<file path="src/rtl/general_register_pkg.sv">
// Shared types and constants for the general-register write arbiter.
package general_register_pkg;

    localparam int unsigned REG_COUNT   = 8;
    localparam int unsigned REG_INDEX_W = 3;

    typedef enum logic [1:0] {
        WIDTH_BYTE  = 2'd0,
        WIDTH_WORD  = 2'd1,
        WIDTH_DWORD = 2'd2,
        WIDTH_RSVD  = 2'd3
    } width_e;

    typedef enum logic {
        REQ_EXEC = 1'b0,
        REQ_LOAD = 1'b1
    } req_e;

    localparam logic [3:0] MASK_LOW_BYTE  = 4'b0001;
    localparam logic [3:0] MASK_HIGH_BYTE = 4'b0010;
    localparam logic [3:0] MASK_WORD      = 4'b0011;
    localparam logic [3:0] MASK_DWORD     = 4'b1111;

    function automatic logic [REG_COUNT-1:0] reg_onehot(input logic [REG_INDEX_W-1:0] idx);
        logic [REG_COUNT-1:0] vec;
        vec      = '0;
        vec[idx] = 1'b1;
        return vec;
    endfunction

endpackage

</file>
<file path="src/rtl/general_register_lane_align.sv">
// Maps an x86 register code and width onto a 32-bit register index, byte mask and lane-aligned data.
module general_register_lane_align
    import general_register_pkg::*;
(
    input  logic [REG_INDEX_W-1:0] index,
    input  width_e                 width,
    input  logic [31:0]            data,
    output logic [REG_INDEX_W-1:0] aligned_index,
    output logic [3:0]             byte_mask,
    output logic [31:0]            aligned_data
);

    always_comb begin
        aligned_index = index;
        byte_mask     = '0;
        aligned_data  = '0;
        unique case (width)
            WIDTH_BYTE: begin
                // Codes 4-7 are AH/CH/DH/BH: bits 15:8 of registers 0-3.
                if (index[2]) begin
                    aligned_index = {1'b0, index[1:0]};
                    byte_mask     = MASK_HIGH_BYTE;
                    aligned_data  = {16'h0000, data[7:0], 8'h00};
                end else begin
                    byte_mask     = MASK_LOW_BYTE;
                    aligned_data  = {24'h000000, data[7:0]};
                end
            end
            WIDTH_WORD: begin
                byte_mask    = MASK_WORD;
                aligned_data = {16'h0000, data[15:0]};
            end
            WIDTH_DWORD: begin
                byte_mask    = MASK_DWORD;
                aligned_data = data;
            end
            default: begin
            end
        endcase
    end

endmodule

</file>
<file path="src/rtl/general_register_write_arbiter.sv">
// Arbitrates execute/load writebacks onto one register-file write port and tracks outstanding writes.
// GENERAL_REGISTER_ROUND_ROBIN_EN selects round-robin arbitration; otherwise the load requester always wins.
module general_register_write_arbiter
    import general_register_pkg::*;
(
    input  logic                   clock,
    input  logic                   reset_n,
    input  logic                   req0_valid,
    output logic                   req0_ready,
    input  logic [REG_INDEX_W-1:0] req0_index,
    input  logic [1:0]             req0_width,
    input  logic [31:0]            req0_data,
    input  logic                   req1_valid,
    output logic                   req1_ready,
    input  logic [REG_INDEX_W-1:0] req1_index,
    input  logic [1:0]             req1_width,
    input  logic [31:0]            req1_data,
    output logic                   wr_en,
    output logic [REG_INDEX_W-1:0] wr_index,
    output logic [3:0]             wr_byte_mask,
    output logic [31:0]            wr_data,
    input  logic                   reserve_valid,
    input  logic [REG_INDEX_W-1:0] reserve_index,
    output logic                   reserve_ready,
    output logic [REG_COUNT-1:0]   busy,
    output logic                   underflow_error
);

    logic eligible0;
    logic eligible1;
    logic grant0;
    logic grant1;
    logic grant_any;

    assign eligible0 = req0_valid && (width_e'(req0_width) != WIDTH_RSVD);
    assign eligible1 = req1_valid && (width_e'(req1_width) != WIDTH_RSVD);

`ifdef GENERAL_REGISTER_ROUND_ROBIN_EN
    req_e priority_q;

    always_ff @(posedge clock or negedge reset_n) begin
        if (!reset_n) begin
            priority_q <= REQ_EXEC;
        end else if (grant0) begin
            priority_q <= REQ_LOAD;
        end else if (grant1) begin
            priority_q <= REQ_EXEC;
        end
    end

    always_comb begin
        grant0 = 1'b0;
        grant1 = 1'b0;
        if (priority_q == REQ_EXEC) begin
            grant0 = eligible0;
            grant1 = eligible1 && !eligible0;
        end else begin
            grant1 = eligible1;
            grant0 = eligible0 && !eligible1;
        end
    end
`else
    assign grant1 = eligible1;
    assign grant0 = eligible0 && !eligible1;
`endif

    assign req0_ready = grant0;
    assign req1_ready = grant1;
    assign grant_any  = grant0 || grant1;

    logic [REG_INDEX_W-1:0] aligned_index;
    logic [3:0]             aligned_mask;
    logic [31:0]            aligned_data;

    general_register_lane_align u_lane_align (
        .index         (grant1 ? req1_index : req0_index),
        .width         (width_e'(grant1 ? req1_width : req0_width)),
        .data          (grant1 ? req1_data : req0_data),
        .aligned_index (aligned_index),
        .byte_mask     (aligned_mask),
        .aligned_data  (aligned_data)
    );

    always_ff @(posedge clock or negedge reset_n) begin
        if (!reset_n) begin
            wr_en        <= 1'b0;
            wr_index     <= '0;
            wr_byte_mask <= '0;
            wr_data      <= '0;
        end else begin
            wr_en <= grant_any;
            if (grant_any) begin
                wr_index     <= aligned_index;
                wr_byte_mask <= aligned_mask;
                wr_data      <= aligned_data;
            end
        end
    end

    logic [1:0]           count_q    [REG_COUNT];
    logic [1:0]           count_next [REG_COUNT];
    logic [REG_COUNT-1:0] inc_vec;
    logic [REG_COUNT-1:0] dec_vec;
    logic [REG_COUNT-1:0] busy_next;
    logic                 reserve_fire;
    logic                 underflow_set;

    assign reserve_ready = (count_q[reserve_index] != 2'd3);
    assign reserve_fire  = reserve_valid && reserve_ready;
    assign inc_vec       = reserve_fire ? reg_onehot(reserve_index) : '0;
    assign dec_vec       = wr_en ? reg_onehot(wr_index) : '0;

    // A reserve and a completion on the same register cancel, including at count 0.
    always_comb begin
        underflow_set = 1'b0;
        busy_next     = '0;
        for (int unsigned i = 0; i < REG_COUNT; i++) begin
            count_next[i] = count_q[i];
            if (inc_vec[i] && !dec_vec[i]) begin
                count_next[i] = count_q[i] + 2'd1;
            end else if (dec_vec[i] && !inc_vec[i]) begin
                if (count_q[i] == 2'd0) begin
                    underflow_set = 1'b1;
                end else begin
                    count_next[i] = count_q[i] - 2'd1;
                end
            end
            busy_next[i] = (count_next[i] != 2'd0);
        end
    end

    always_ff @(posedge clock or negedge reset_n) begin
        if (!reset_n) begin
            for (int unsigned i = 0; i < REG_COUNT; i++) begin
                count_q[i] <= '0;
            end
            busy            <= '0;
            underflow_error <= 1'b0;
        end else begin
            for (int unsigned i = 0; i < REG_COUNT; i++) begin
                count_q[i] <= count_next[i];
            end
            busy            <= busy_next;
            underflow_error <= underflow_error || underflow_set;
        end
    end

endmodule
</file>
<file path="config.mk">
export PLATFORM = sky130hd
export DESIGN_NAME = general_register_write_arbiter
export DESIGN_NICKNAME = d
export VERILOG_FILES = /design/src/rtl/general_register_pkg.sv /design/src/rtl/general_register_lane_align.sv /design/src/rtl/general_register_write_arbiter.sv
export SDC_FILE = /design/constraint.sdc
export NUM_CORES = 1
export LEC_CHECK = 0
export BUFFER_PORTS_ARGS = -buffer_cell sky130_fd_sc_hd__buf_4
export CAP_MARGIN = 20
export CORE_UTILIZATION = 46
export DETAILED_ROUTE_END_ITERATION = 16
export PLACE_DENSITY = 0.77
export SLEW_MARGIN = 20
export SYNTH_ARGS = -nofsm -noshare
export SYNTH_HDL_FRONTEND = slang
export SYNTH_SLANG_ARGS = --single-unit
</file>
<file path="constraint.sdc">
create_clock -name clock -period 2.1 [get_ports clock]
set_input_delay 0.315 -clock clock [delete_from_list [all_inputs] [get_ports clock]]
set_output_delay 0.315 -clock clock [all_outputs]
set_load 0.005 [all_outputs]
</file>
==> flow_summary.yaml <==
clock_tree:
  cts.sinks: 64
  path_clk_slew_ns: 0.07
  clkLatencyLatePin_ns: 0.35
  cts_tree: "done"
  cts_max_level: 3
  cts_buffer_depth: 2
  root_buffer: "clkbuf_8"
  cts_buffers: 9
finish:
  nNetsFinal: 686
  antenna_cells: 0
  fin_util_pct: 71.22
  drive_above_1_share_pct: 40.69
  fillers: 607
  final_common_cell: "buf_4"
  multi_input_area_mm2: 0.002151
  syn2layout_area_growth_pct: 47.12
  regArea_mm2: 0.001604
  final_cell_mix: "buf_4 (182), dfrtp_1 (62), nand2_1 (54)"
  fin_area_mm2: 0.005618
worst_setup_path:
  rr_startpoint: "count_q[1]"
  crit_path_top_delay_cell: "dfrtp_1"
  critPathLaunchType: "flip-flop"
  r2r_cells: 8
  crit_chain: "and4_1 -> a31o_1 -> nor2_1 -> buf_4 -> o2111ai_2 -> or3_1 -> o221a_2 -> or2_1"
  cp-endpoint: "busy[1]"
  crit_arrival_ns: 2.35
  worstSetupPathType: "flip-flop to flip-flop"
  path_max_fanout: 4
  cp.required_ns: 2.33
  r2r_end: "busy[1]"
  cp-end-kind: "flip-flop"
  startpoint: "count_q[1]"
  rrSetupSlack_ns: -0.02
  crit_path_max_incr_delay_ns: 0.41
drt:
  drc: 0
  ant_nets: 0
  vias: 3663
  totalWireLength_um: 10850
  first_pass_iters: 4
  drtIter0Drc: 194
  via_per_inst: 5.371
  wl_per_cell_um: 15.90
placement:
  place.gp.congestion: 0.8612
  postPlaceCellArea_mm2: 0.005303
  detailedPlace.worstSlack_ns: -0.1726
  dp_hpwl_um: 8426
  port_buffers: 133
pwr:
  power_density_mw_per_mm2: 866.8
  peakVddDrop_v: 0.0003828
  p_leak_uw: 0.002764
global_route:
  grt_first_pass_wirelength_um: 17330
  grt_pass1_vias: 3713
  grtUsageTotal_pct: 25.90
  antenna_found_initial: 0
  grt_start_max_net_pins: 52
  grt_overflow_total: 0
logic_synthesis:
  synth_edf_count: 0
  ys_warn_count: 0
  syn_area_mm2: 0.003819
  ys_seq_elements: 64
  synth_top_family_by_area: "compound AO/OA/AOI/OAI gates"
  synth-compound-area-share_pct: 20.22
  synthCells: 396
  ys_seq_area_share_pct: 41.94
  synth_nets: 507
  async_reset_ff_share_pct: 100.0
  synth_top_area_cell: "dfrtp_1"
  yosys.area.top_type_share_pct: 41.94
  synthAdderAreaFrac_pct: 9.502
  avgSynthCellArea_um2: 9.643
  synth_xor_area_share_pct: 0.9174
  synth_top_cells_by_area: "dfrtp_1 (42%), ha_1 (9.5%), mux2i_1 (6.8%), nand2_1 (5.3%), a22oi_1 (3.5%)"
  synthSimpleGateAreaFrac_pct: 14.78
  synth_ff_type: "dfrtp_1"
  netlist-cell-type-count: 61
  synthMuxAreaShare_pct: 7.700
timing:
  finClkSkew_ns: 0.006751
  worst_slack_ns: -0.01891
  period_needed_ns: 2.119
  worst_hold_slack_ns: 0.1684
  fmax_mhz: 471.9
  hold_viol: 0
  drv_slew: 0
  fin_crit_sh_pct: 100.9
  setup_violations: 2
  worst_pin_slew_ns: 0.4190
  slew_headroom_pct: 71.85
  rsz0062_at_grt: "true"
floorplan:
  die_w_um: 93.11
  die_area_mm2: 0.008669
  rows: 32
  fp.coreArea_mm2: 0.007888
  num_io_pins: 134
  start_util_pct: 48.41
  die_h_um: 93.11
job:
  max-cap-violations: 0
run_status:
  violations: "setup timing"
  outcome: "complete, but fails checks"
hold_path:
  hp-class: "input port to flip-flop"
==> area by class of cell <==
class / instances / share of cell area, %
clock buffers: 11 / 2.517
repair buffers: 186 / 25.57
flip-flops and latches: 64 / 28.55
multi-input cells: 287 / 38.29
well taps: 102 / 2.272
inverters: 27 / 1.804
clock inverters: 5 / 1.002
==> report_power, final <==
part	switching, uW	internal, uW
Sequential	258	1550
Combinational	950	1050
Clock	489	579
==> critical path: cells and delay by family, from the launching register on <==
family / cells / cell delay, ns
AND/OR/NAND/NOR: 4 / 0.88
AO/OA/AOI/OAI: 3 / 0.54
flip-flops: 1 / 0.41
buffers and inverters: 1 / 0.17
==> Yosys cell counts, types with 8 or more instances <==
library cell,instances
dfrtp_1,64
nand2_1,54
ha_1,29
o21ai_0,27
inv_1,26
mux2i_1,26
nor2_1,20
a22oi_1,18
clkbuf_1,11
o22ai_1,11
nor3_1,9
a22o_1,8
==> registers in the layout, indices dropped and copies added, names as in the netlist <==
name and cells:
busy 8, count_q 16, underflow_error 1, wr_byte_mask 3, wr_data 32, wr_en 1, wr_index 3
==> repair_timing <==
action / CTS / global route
endpoints found under the hold margin: 13 / 0
pin swaps: 3 / 2
gates resized for setup: 1 / 14
setup buffers: 1 / 4
setup endpoints to repair: 4 / 12
hold buffers: 1 / 0
==> metal layers <==
layer  GRT usage [%]  routed length, um  vias to the layer above
li1                -                  -                     1775
met1           29.24               4247                     1737
met2           47.24               5811                      135
met3           5.447                595                       16
met4           10.51                192                        0
met5               0                  0                        -
==> worst min path at each step <==
stage / startpoint / endpoint / slack, ns / depth (start not counted)
global route: req1_data[26] / wr_data[26] / 0.17 / 3
CTS: req1_data[29] / wr_data[29] / 0.16 / 3
finish: req1_data[29] / wr_data[29] / 0.17 / 3
floorplan: reset_n / busy[0] / 0.02 / 0
detailed placement: reset_n / count_q[4] / 0.19 / 1
global placement: reset_n / busy[5] / 0.19 / 1
==> through the flow <==
step                cells   TNS (ns)  total power [uW]
floorplan             396          0              2729
global placement      660    -0.3826              3591
detailed placement    660     -1.019              3691
CTS                   678  -0.009444              4792
global route          682    -0.4951              5206
finish                682   -0.03443              4869
==> kinds of logic after synthesis <==
| kind of cell | count (synthesis) |
|---|---|
| simple gates | 118 |
| compound gates | 107 |
| flops | 64 |
| buf+inv | 45 |
| mux | 29 |
| fa+ha+maj | 29 |
| xor+xnor | 4 |
Note: power is estimated with default switching activity, not from simulation.
